### src/rtl/ncl_pkg.sv
// Shared NCL definitions: dual-rail widths, NULL wavefront,
// transmitter states and the binary to dual-rail encoder.
package ncl_pkg;

  localparam int OPW = 4;
  localparam int DRW = 2 * OPW;

  localparam logic [DRW-1:0] NCL_NULL = '0;

  typedef enum logic [1:0] {
    WAIT_NULL,
    IDLE,
    DATA
  } state_t;

  typedef struct packed {
    logic           cin;
    logic [OPW-1:0] b;
    logic [OPW-1:0] a;
  } word_t;

  // Pair i is {rail1, rail0}: 10 for a one, 01 for a zero.
  function automatic logic [DRW-1:0] dr_encode(
    input logic [OPW-1:0] bin,
    input int             width
  );
    logic [DRW-1:0] dr;
    dr = NCL_NULL;
    for (int i = 0; i < OPW; i++) begin
      if (i < width) begin
        dr[2*i +: 2] = bin[i] ? 2'b10 : 2'b01;
      end
    end
    return dr;
  endfunction

endpackage

### src/rtl/ncl_ack_sync.sv
// Two-flop synchronizer for the asynchronous NCL acknowledge.
// Both flops clear to 0 on the asynchronous active-low reset.
module ncl_ack_sync (
  input  logic clk,
  input  logic reset,
  input  logic ack,
  output logic ack_s
);

  logic meta;

  always_ff @(posedge clk or negedge reset) begin
    if (!reset) begin
      meta  <= 1'b0;
      ack_s <= 1'b0;
    end else begin
      meta  <= ack;
      ack_s <= meta;
    end
  end

endmodule

### src/rtl/ncl_dual_rail_tx.sv
// Synchronous-to-NCL transmitter: FIFO, dual-rail encode, DATA/NULL pacing.
// Optional phase timeout flag built when NCL_TX_TIMEOUT_EN is defined.
module ncl_dual_rail_tx
  import ncl_pkg::*;
#(
  parameter int DEPTH   = 4,
  parameter int TIMEOUT = 1024
) (
  input  logic           clk,
  input  logic           reset,
  input  logic           in_valid,
  output logic           in_ready,
  input  logic [OPW-1:0] in_a,
  input  logic [OPW-1:0] in_b,
  input  logic           in_cin,
  input  logic           ack_in,
  output logic [DRW-1:0] a,
  output logic [DRW-1:0] b,
  output logic [1:0]     cin,
  output logic [15:0]    tx_count,
  output logic           err
);

  localparam int AW = $clog2(DEPTH);
  localparam logic [AW:0] PTR_ONE = 1;

  logic          ack_s;
  word_t         mem [DEPTH];
  word_t         in_word;
  word_t         head;
  logic [AW:0]   wr_ptr;
  logic [AW:0]   rd_ptr;
  logic          empty;
  logic          full;
  logic          push;
  state_t        state_q;
  state_t        state_d;
  logic          load_data;
  logic          load_null;
  logic [1:0]    warm;
  logic [DRW-1:0] enc_a;
  logic [DRW-1:0] enc_b;
  logic [1:0]    enc_c;

  ncl_ack_sync u_sync (
    .clk   (clk),
    .reset (reset),
    .ack   (ack_in),
    .ack_s (ack_s)
  );

  assign in_word = '{cin: in_cin, b: in_b, a: in_a};
  assign head    = mem[rd_ptr[AW-1:0]];

  assign empty = (wr_ptr == rd_ptr);
  assign full  = (wr_ptr[AW] != rd_ptr[AW]) &&
                 (wr_ptr[AW-1:0] == rd_ptr[AW-1:0]);

  assign in_ready = !full;
  assign push     = in_valid && !full;

  assign enc_a = dr_encode(head.a, OPW);
  assign enc_b = dr_encode(head.b, OPW);
  assign enc_c = 2'(dr_encode(OPW'(head.cin), 1));

  always_ff @(posedge clk) begin
    if (push) begin
      mem[wr_ptr[AW-1:0]] <= in_word;
    end
  end

  always_comb begin
    state_d   = state_q;
    load_data = 1'b0;
    load_null = 1'b0;
    unique case (state_q)
      // wait for a genuine post-reset synchronizer sample
      WAIT_NULL: begin
        if (!ack_s && warm[1]) begin
          state_d = IDLE;
        end
      end
      IDLE: begin
        if (!empty) begin
          load_data = 1'b1;
          state_d   = DATA;
        end
      end
      DATA: begin
        if (ack_s) begin
          load_null = 1'b1;
          state_d   = WAIT_NULL;
        end
      end
      default: state_d = WAIT_NULL;
    endcase
  end

  always_ff @(posedge clk or negedge reset) begin
    if (!reset) begin
      state_q  <= WAIT_NULL;
      warm     <= 2'b00;
      wr_ptr   <= '0;
      rd_ptr   <= '0;
      a        <= NCL_NULL;
      b        <= NCL_NULL;
      cin      <= 2'b00;
      tx_count <= 16'd0;
    end else begin
      state_q <= state_d;
      warm    <= {warm[0], 1'b1};
      if (push) begin
        wr_ptr <= wr_ptr + PTR_ONE;
      end
      if (load_data) begin
        rd_ptr <= rd_ptr + PTR_ONE;
        a      <= enc_a;
        b      <= enc_b;
        cin    <= enc_c;
      end else if (load_null) begin
        a        <= NCL_NULL;
        b        <= NCL_NULL;
        cin      <= 2'b00;
        tx_count <= tx_count + 16'd1;
      end
    end
  end

`ifdef NCL_TX_TIMEOUT_EN
  localparam int TW = $clog2(TIMEOUT + 1);

  logic [TW-1:0] phase_cnt;
  logic          hold;

  assign hold = (state_d == state_q) && (state_q != IDLE);

  always_ff @(posedge clk or negedge reset) begin
    if (!reset) begin
      phase_cnt <= '0;
      err       <= 1'b0;
    end else begin
      if (!hold) begin
        phase_cnt <= '0;
      end else if (phase_cnt != TW'(TIMEOUT)) begin
        phase_cnt <= phase_cnt + TW'(1);
      end
      if (hold && phase_cnt == TW'(TIMEOUT - 1)) begin
        err <= 1'b1;
      end
    end
  end
`else
  assign err = 1'b0 & (TIMEOUT != 0);
`endif

endmodule
### config.mk
export PLATFORM = sky130hd
export DESIGN_NAME = ncl_dual_rail_tx
export DESIGN_NICKNAME = d
export VERILOG_FILES = /design/src/rtl/ncl_pkg.sv /design/src/rtl/ncl_ack_sync.sv /design/src/rtl/ncl_dual_rail_tx.sv
export SDC_FILE = /design/constraint.sdc
export NUM_CORES = 1
export LEC_CHECK = 0
export ABC_CLOCK_PERIOD_IN_PS = 4120
export CORE_MARGIN = 1
export CORE_UTILIZATION = 40
export DETAILED_ROUTE_END_ITERATION = 8
export SYNTH_ARGS = -nofsm -noshare
export SYNTH_HDL_FRONTEND = slang
export SYNTH_SLANG_ARGS = --single-unit
### constraint.sdc
create_clock -name clk -period 4.12 [get_ports clk]
set_clock_uncertainty 0.05 [all_clocks]
set_input_delay 1.03 -clock clk [delete_from_list [all_inputs] [get_ports clk]]
set_output_delay 1.03 -clock clk [all_outputs]
set_load 0.1 [all_outputs]
==> qor.csv, run 1 <==
metric;value;unit
status;finished, final reports clean;
post-synth top area share;34.8;%
vias in the first global route;1956;
clock sinks;82;
Syn. warnings;0;
Die W;93.0;um
core area;7850;sq um
FP Rows;32;
period utilization;75.1;%
syn avg cell area;14.7;sq um
Post-CTS Setup Bufs;0;
FF-to-FF End;rd_ptr[1];
initial antenna violation count;0;
Leak;1.62;nW
Layout Area Growth over Synthesis;23.5;%
Final nets;295;
fmax;323;MHz
routed vias/inst;4.90;
number of synthesized flops with an enable pin;36;
crit-path cells;xnor2_1, nand3b_1, buf_4;
Worst Setup Slack, final;1.02;ns
part of the Yosys area used for sequential elements;67.4;%
starting DRC count in detailed routing;78;
pre-CTS WS;1.36;ns
most area-hungry cell type in the Yosys netlist;dfrtp_1;
FILL cells;724;
grt ovf;0;
RR Startpoint;rd_ptr[0];
input/output buffers;47;
Pwr per Cell Area;827;nW/um^2
antenna cells;0;
VDD IR max;0.291;mV
Worst path slowest cell;dfrtp_1;
GP Congestion;0.758;
synthesized area;3310;sq um
drt first pass iters;4;
worst-skew pair later-pin latency;0.34;ns
Post-DP HPWL;3860;um
setup TNS;0;ns
Reg2Reg Setup Slack;1.81;ns
top cells by area, synth;dfrtp_1 (35%), edfxtp_1 (33%), mux4_2 (6.1%), nand2_1 (4.2%), xnor2_1 (3.4%);
worst hold path stage count;0;
Hold Crit Class;reg -> reg;
DR vias;1875;
Residual DRC;0;
Post-synth ARST share;56.1;%
Final setup viols;0;
Overall Power;3.38;mW
critical path launch point type;flop;
CTS buffer count;9;
first-pass GRT wire length;9540;um
largest net degree at the start of global routing;47;
Worst-Margin Slew;1.01;ns
utilization of the core after routing;52.1;%
Cells after Synth;225;
TritonCTS clock tree;built;
post-synth net total;244;
Worst Hold Path EP;warm[1];
Reg clk slew, reported paths;0.08;ns
max_slew headroom;32.4;%
Critical Path End Type;primary output;
Clock Tree Buf Depth;2;
Initial Util;42.2;%
number of hold buffers added after cts;0;
Worst EP required;3.04;ns
crit path buf inv count;1;
max incr delay on CP;0.81;ns
Total Wirelength;5620;um
Max FO, Critical Path;12;
Crit path max-delay family;flip-flops;
Worst EP arrival;2.02;ns
CP Class;reg -> out;
placed insts;367;
antenna-violating nets left;0;
Final Hold Vio Count;0;
H-tree depth;3;
final number of max-transition violations;0;
# IOs;49;
cts repair resizes;0;
Cell variety after synth;33;
final critical-path required period;3.10;ns
fraction of layout cells with a size suffix above 1;12.5;%
DR WL/cell;14.7;um
chip height;93.0;um
Hold Crit Start;warm[0];
Final Non-Filler Cells;383;
RSZ-0062 raised after global routing;false;
Main synth FF type;dfrtp_1;
Max Cap Viol;0;
register bit total from synthesis;82;
Reg2Reg Depth;4;
GR Util All Layers;14.8;%
Clk Tree Root Cell;clkbuf_8;
Die Area;8640;sq um
stage by stage:
stage	cell area (sq um)	hold WS [ns]
floorplan	3310	0.281
global placement	3870	0.286
detailed placement	3870	0.286
CTS	4090	0.302
global route	4090	0.304
finish	4090	0.300
routing by layer:
metal | vias up | share of wire (%) | global-route usage [%]
met3 | 9 | 4.3 | 4.39
met1 | 926 | 45 | 18.4
li1 | 898 | - | -
met2 | 42 | 49 | 24.3
met5 | - | 0 | 0
met4 | 0 | 1.7 | 5.77
synth_stat cells, types with 2 or more instances:
cell type and instances:
xnor2_1 13, inv_1 7, and3_1 5, o21ai_0 9, xor2_1 8, nand2_1 37
nor3_1 5, conb_1 2, buf_4 2, mux4_2 9, clkbuf_1 3, ha_1 6
edfxtp_1 36, nor4_1 2, dfrtp_1 46, nand4_1 3, nand3_1 6, buf_2 2
mux2i_1 9, mux2_2 2
placed cells by master (no fill, tap or decap), types with 3 or more instances in the layout:
master and n:
nor3_1 5, nand4_1 3, nand2_1 37, mux2i_1 9, clkdlybuf4s50_1 45, and3_1 5
xnor2_1 13, clkbuf_8 9, o21ai_0 9, dfrtp_1 46, nand3_1 6, xor2_1 8
ha_1 6, inv_1 7, mux4_2 9, edfxtp_1 36
registers in the layout, indices dropped and copies added (netlist names):
name,flops
warm,2
b,8
rd_ptr,3
u_sync.ack_s,1
mem,36
a,8
u_sync.meta,1
cin,2
tx_count,16
wr_ptr,3
state_q,2
area by class of cell:
cell class | count | area [sq um] | share of cell area [%]
multi-input combinational | 128 | 1020 | 24.8
inverter | 7 | 26.3 | 0.642
clock inverter | 7 | 93.8 | 2.29
clock buffer | 9 | 124 | 3.03
tap | 102 | 128 | 3.12
sequential | 82 | 2230 | 54.6
timing repair buffer | 48 | 470 | 11.5
how the worst max path moves through the flow:
stage,end,from,cells after the start
after floorplan,in_ready,wr_ptr[0],2
final,in_ready,rd_ptr[0],3
after global routing,in_ready,rd_ptr[0],3
after detailed placement,in_ready,rd_ptr[0],3
after CTS,in_ready,rd_ptr[0],3
after global placement,in_ready,rd_ptr[0],3
worst register-to-register path, delay by kind of cell (launching register included):
family,cells,cell delay [ns]
AOI/OAI and AO/OA,1,0.32
xor gates and xnor gates,1,0.27
buffers and inverters,1,0.37
DFF,1,0.81
muxes,1,0.38
logic make-up (layout without fill, tap and decap cells):
| logic type | count (synthesis) | count (layout) | share of synthesized area [%] |
|---|---|---|---|
| multiplexers | 20 | 20 | 9.52 |
| other | 2 | 2 | 0.227 |
| buffers and inverters | 15 | 71 | 2.23 |
| adder cells (fa/ha/maj) | 6 | 6 | 2.27 |
| XOR/XNOR | 22 | 22 | 6.05 |
| AO/OA/AOI/OAI | 12 | 12 | 2.23 |
| AND/OR/NAND/NOR | 66 | 66 | 10.1 |
| flip-flops | 82 | 82 | 67.4 |
report_power, final:
| part | switching [mW] | internal (mW) |
|---|---|---|
| sequential | 0.175 | 1.08 |
| combinational | 1.08 | 0.433 |
| clock | 0.279 | 0.339 |
Power figures use the tool's default switching activity.
==> run 2: changes to the inputs <==
--- a/config.mk
+++ b/config.mk
@@ -5,7 +5,7 @@
 export SDC_FILE = /design/constraint.sdc
 export NUM_CORES = 1
 export LEC_CHECK = 0
-export ABC_CLOCK_PERIOD_IN_PS = 4120
+export ABC_CLOCK_PERIOD_IN_PS = 2920
 export CORE_MARGIN = 1
 export CORE_UTILIZATION = 40
 export DETAILED_ROUTE_END_ITERATION = 8
==> constraint.sdc (replaced) <==
create_clock -name clk -period 2.92 [get_ports clk]
set_clock_uncertainty 0.05 [all_clocks]
set_input_delay 0.73 -clock clk [delete_from_list [all_inputs] [get_ports clk]]
set_output_delay 0.73 -clock clk [all_outputs]
set_load 0.1 [all_outputs]
==> qor.csv, run 2 (synthesized netlist as in run 1, its figures left out) <==
metric;value;unit
CP Class;reg -> out;
Final setup viols;0;
critical path launch point type;flop;
Clk Tree Root Cell;clkbuf_8;
final number of max-transition violations;0;
GR Util All Layers;14.7;%
routed vias/inst;4.83;
Final Non-Filler Cells;386;
antenna cells;0;
crit path buf inv count;1;
Critical Path End Type;primary output;
fmax;377;MHz
# IOs;49;
most frequent cells in the layout;dfrtp_1 (46), buf_4 (38), nand2_1 (37);
final critical-path required period;2.65;ns
clock sinks;82;
starting DRC count in detailed routing;72;
initial antenna violation count;0;
Crit path max-delay family;flip-flops;
max incr delay on CP;0.57;ns
max_slew headroom;49.4;%
Final nets;298;
number of hold buffers added after cts;0;
status;finished, final reports clean;
chip height;93.0;um
core area;7850;sq um
fraction of layout cells with a size suffix above 1;24.6;%
Max Cap Viol;0;
Hold Crit Class;in -> async;
Total Wirelength;5670;um
TritonCTS clock tree;built;
Max FO, Critical Path;12;
period utilization;90.8;%
vias in the first global route;1839;
FP Rows;32;
RSZ-0062 raised after global routing;false;
Worst path slowest cell;dfrtp_1;
Die Area;8640;sq um
Residual DRC;0;
worst-skew pair later-pin latency;0.33;ns
Clock Tree Buf Depth;2;
H-tree depth;3;
Worst EP arrival;1.87;ns
crit-path cells;xnor2_1, nand3b_1, buf_12;
Layout Area Growth over Synthesis;20.7;%
placed insts;370;
Reg clk slew, reported paths;0.08;ns
Die W;93.0;um
drt first pass iters;4;
Post-CTS Setup Bufs;0;
commonest non-fill, non-tap cell in the layout;dfrtp_1;
DR vias;1864;
Worst-Margin Slew;0.758;ns
first-pass GRT wire length;9370;um
Worst EP required;2.14;ns
cts repair resizes;0;
Post-DP HPWL;4060;um
Initial Util;42.2;%
input/output buffers;47;
setup TNS;0;ns
utilization of the core after routing;50.9;%
max reg flops;36;
Final Hold Vio Count;0;
largest net degree at the start of global routing;29;
FILL cells;724;
CTS buffer count;9;
antenna-violating nets left;0;
DR WL/cell;14.7;um
GP Congestion;0.767;
grt ovf;0;
==> run 2: changes by cell type in the layout (fill, tap and decap cells not counted) <==
| cell | change |
|---|---|
| buf_12 | +1 |
| buf_4 | +36 |
| bufinv_16 | -2 |
| clkbuf_1 | +3 |
| clkbuf_8 | +2 |
| clkdlybuf4s50_1 | -34 |
| clkinv_1 | -1 |
| clkinv_2 | +1 |
| clkinv_4 | -2 |
| clkinvlp_2 | -1 |
==> run 2: worst paths after layout <==
| check | end | start | slack [ns] | cells past startpoint |
|---|---|---|---|---|
| max | in_ready | rd_ptr[1] | 0.27 | 3 |
| min | tx_count[9] | reset | 0.30 | 1 |
| max reg2reg | wr_ptr[2] | rd_ptr[1] | 0.81 | 4 |
| min reg2reg | warm[1] | warm[0] | 0.30 | 0 |
| max in group asynchronous | a[2] | reset | 1.91 | 2 |
| min in group clk | warm[1] | warm[0] | 0.30 | 0 |
==> run 2: cell type report <==
type	instances	area [sq um]	area share, %
multi-input cells	128	1020	25.4
clock inverters	2	12.5	0.313
repair buffers	51	420	10.5
clock buffers	14	163	4.07
inverters	7	26.3	0.657
flip-flops and latches	82	2230	55.8
well taps	102	128	3.19
==> run 2: per-stage QoR <==
step / setup slack [ns] / hold slack, ns / area, sq um
2_1_floorplan: 0.355 / 0.281 / 3310
3_3_place_gp: 0.636 / 0.284 / 3820
3_5_place_dp: 0.608 / 0.287 / 3820
4_1_cts: 0.221 / 0.305 / 4000
5_1_grt: 0.109 / 0.312 / 4000
6_report: 0.268 / 0.302 / 4000
==> run 2: layer usage <==
metal,track usage (%),vias to the layer above,routed length (um),part of all wire [%]
met5,0,-,0,0
met3,4.63,6,253,4.5
met1,19.6,908,2670,47
met2,22.1,44,2660,47
met4,6.54,0,81,1.4
li1,-,906,-,-
Power of run 2 is left out: the tool's default activity adds up to more than one toggle a clock period on the data nets, which glitch-free logic cannot reach.
==> run 3: changes to the inputs <==
--- a/config.mk
+++ b/config.mk
@@ -6,9 +6,9 @@
 export NUM_CORES = 1
 export LEC_CHECK = 0
 export ABC_CLOCK_PERIOD_IN_PS = 2920
-export CORE_MARGIN = 1
-export CORE_UTILIZATION = 40
+export CORE_UTILIZATION = 53
 export DETAILED_ROUTE_END_ITERATION = 8
+export PLACE_DENSITY = 0.78
 export SYNTH_ARGS = -nofsm -noshare
 export SYNTH_HDL_FRONTEND = slang
 export SYNTH_SLANG_ARGS = --single-unit
==> qor.csv, run 3 (synthesized netlist as in run 1, its figures left out) <==
metric;value;unit
status;finished, final reports clean;
DR vias;1884;
cts repair resizes;0;
Final Hold Vio Count;0;
input/output buffers;47;
drt first pass iters;4;
Reg clk slew, reported paths;0.08;ns
FILL cells;461;
Critical Path End;in_ready;
Hold Crit Class;in -> async;
FP Rows;28;
commonest non-fill, non-tap cell in the layout;dfrtp_1;
period utilization;89.9;%
max incr delay on CP;0.56;ns
max reg flops;36;
Worst EP required;2.14;ns
Initial Util;55.6;%
TritonCTS clock tree;built;
Critical Path End Type;primary output;
Residual DRC;0;
largest net degree at the start of global routing;31;
Critical path origin;rd_ptr[1];
RSZ-0062 raised after global routing;false;
Total Wirelength;5320;um
first-pass GRT wire length;8550;um
RR Startpoint;rd_ptr[1];
number of hold buffers added after cts;0;
antenna-violating nets left;0;
CTS buffer count;9;
crit path buf inv count;1;
Worst-Margin Slew;0.751;ns
Max Cap Viol;0;
worst-skew pair later-pin latency;0.34;ns
core area;5960;sq um
CP Class;reg -> out;
clock sinks;82;
GP Congestion;0.722;
Clk Tree Root Cell;clkbuf_8;
Post-DP HPWL;3730;um
H-tree depth;3;
FF-to-FF End;wr_ptr[2];
GR Util All Layers;18.2;%
Final setup viols;0;
initial antenna violation count;0;
Crit path max-delay family;flip-flops;
Die Area;6570;sq um
Post-CTS Setup Bufs;0;
Layout Area Growth over Synthesis;19.6;%
Clock Tree Buf Depth;2;
Worst EP arrival;1.84;ns
fmax;381;MHz
antenna cells;0;
setup TNS;0;ns
final critical-path required period;2.62;ns
Max FO, Critical Path;12;
chip height;81.0;um
starting DRC count in detailed routing;125;
max_slew headroom;49.8;%
DR WL/cell;14.9;um
# IOs;49;
Reg2Reg Setup Slack;0.82;ns
fraction of layout cells with a size suffix above 1;25.4;%
crit-path cells;xnor2_1, nand3b_1, buf_12;
Final nets;297;
most frequent cells in the layout;dfrtp_1 (46), nand2_1 (37), buf_4 (37);
Die W;81.0;um
final number of max-transition violations;0;
Reg2Reg Depth;4;
grt ovf;0;
routed vias/inst;5.26;
critical path launch point type;flop;
critical path depth;3;
vias in the first global route;1795;
Worst path slowest cell;dfrtp_1;
-- run 3: cell type report --
cell class              count  area (sq um)  area share [%]
clock buffers               9           124            3.13
clock inverters             7          53.8            1.36
inverters                   7          26.3           0.664
multi-input cells         128          1020            25.7
flip-flops and latches     82          2230            56.4
well taps                  75          93.8            2.37
repair buffers             50           413            10.4
-- run 3: worst min path at each step --
stage | startpoint | end | slack [ns] | cells past startpoint
after floorplan | u_sync.meta | u_sync.ack_s | 0.28 | 0
after global placement | warm[0] | warm[1] | 0.28 | 0
after detailed placement | warm[0] | warm[1] | 0.29 | 0
after CTS | reset | tx_count[4] | 0.24 | 1
after global routing | reset | tx_count[4] | 0.25 | 1
final | reset | tx_count[4] | 0.25 | 1
-- run 3: layer usage --
metal / track usage [%] / vias to the layer above / routed length, um
li1: - / 905 / -
met1: 24.5 / 927 / 2580
met2: 27.5 / 46 / 2440
met3: 4.72 / 6 / 218
met4: 9.46 / 0 / 77
met5: 0 / - / 0
-- run 3: worst reg2reg max path: stages, from the launching register on --
cell,delay [ns]
dfrtp_1,0.56
xnor2_1,0.40
nand3b_1,0.29
and3_1,0.44
xor2_1,0.22
-- run 3: through the flow --
stage / hold slack, ns / util [%] / instance area (sq um) / cells / setup slack, ns
after floorplan: 0.281 / - / 3310 / 225 / 0.355
after global placement: 0.284 / 63.5 / 3780 / 342 / 0.663
after detailed placement: 0.286 / 63.5 / 3780 / 342 / 0.642
after CTS: 0.239 / 66.5 / 3960 / 358 / 0.252
after global routing: 0.255 / 66.5 / 3960 / 358 / 0.153
final: 0.246 / 66.5 / 3960 / 358 / 0.296
Power of run 3 is left out for the same reason.
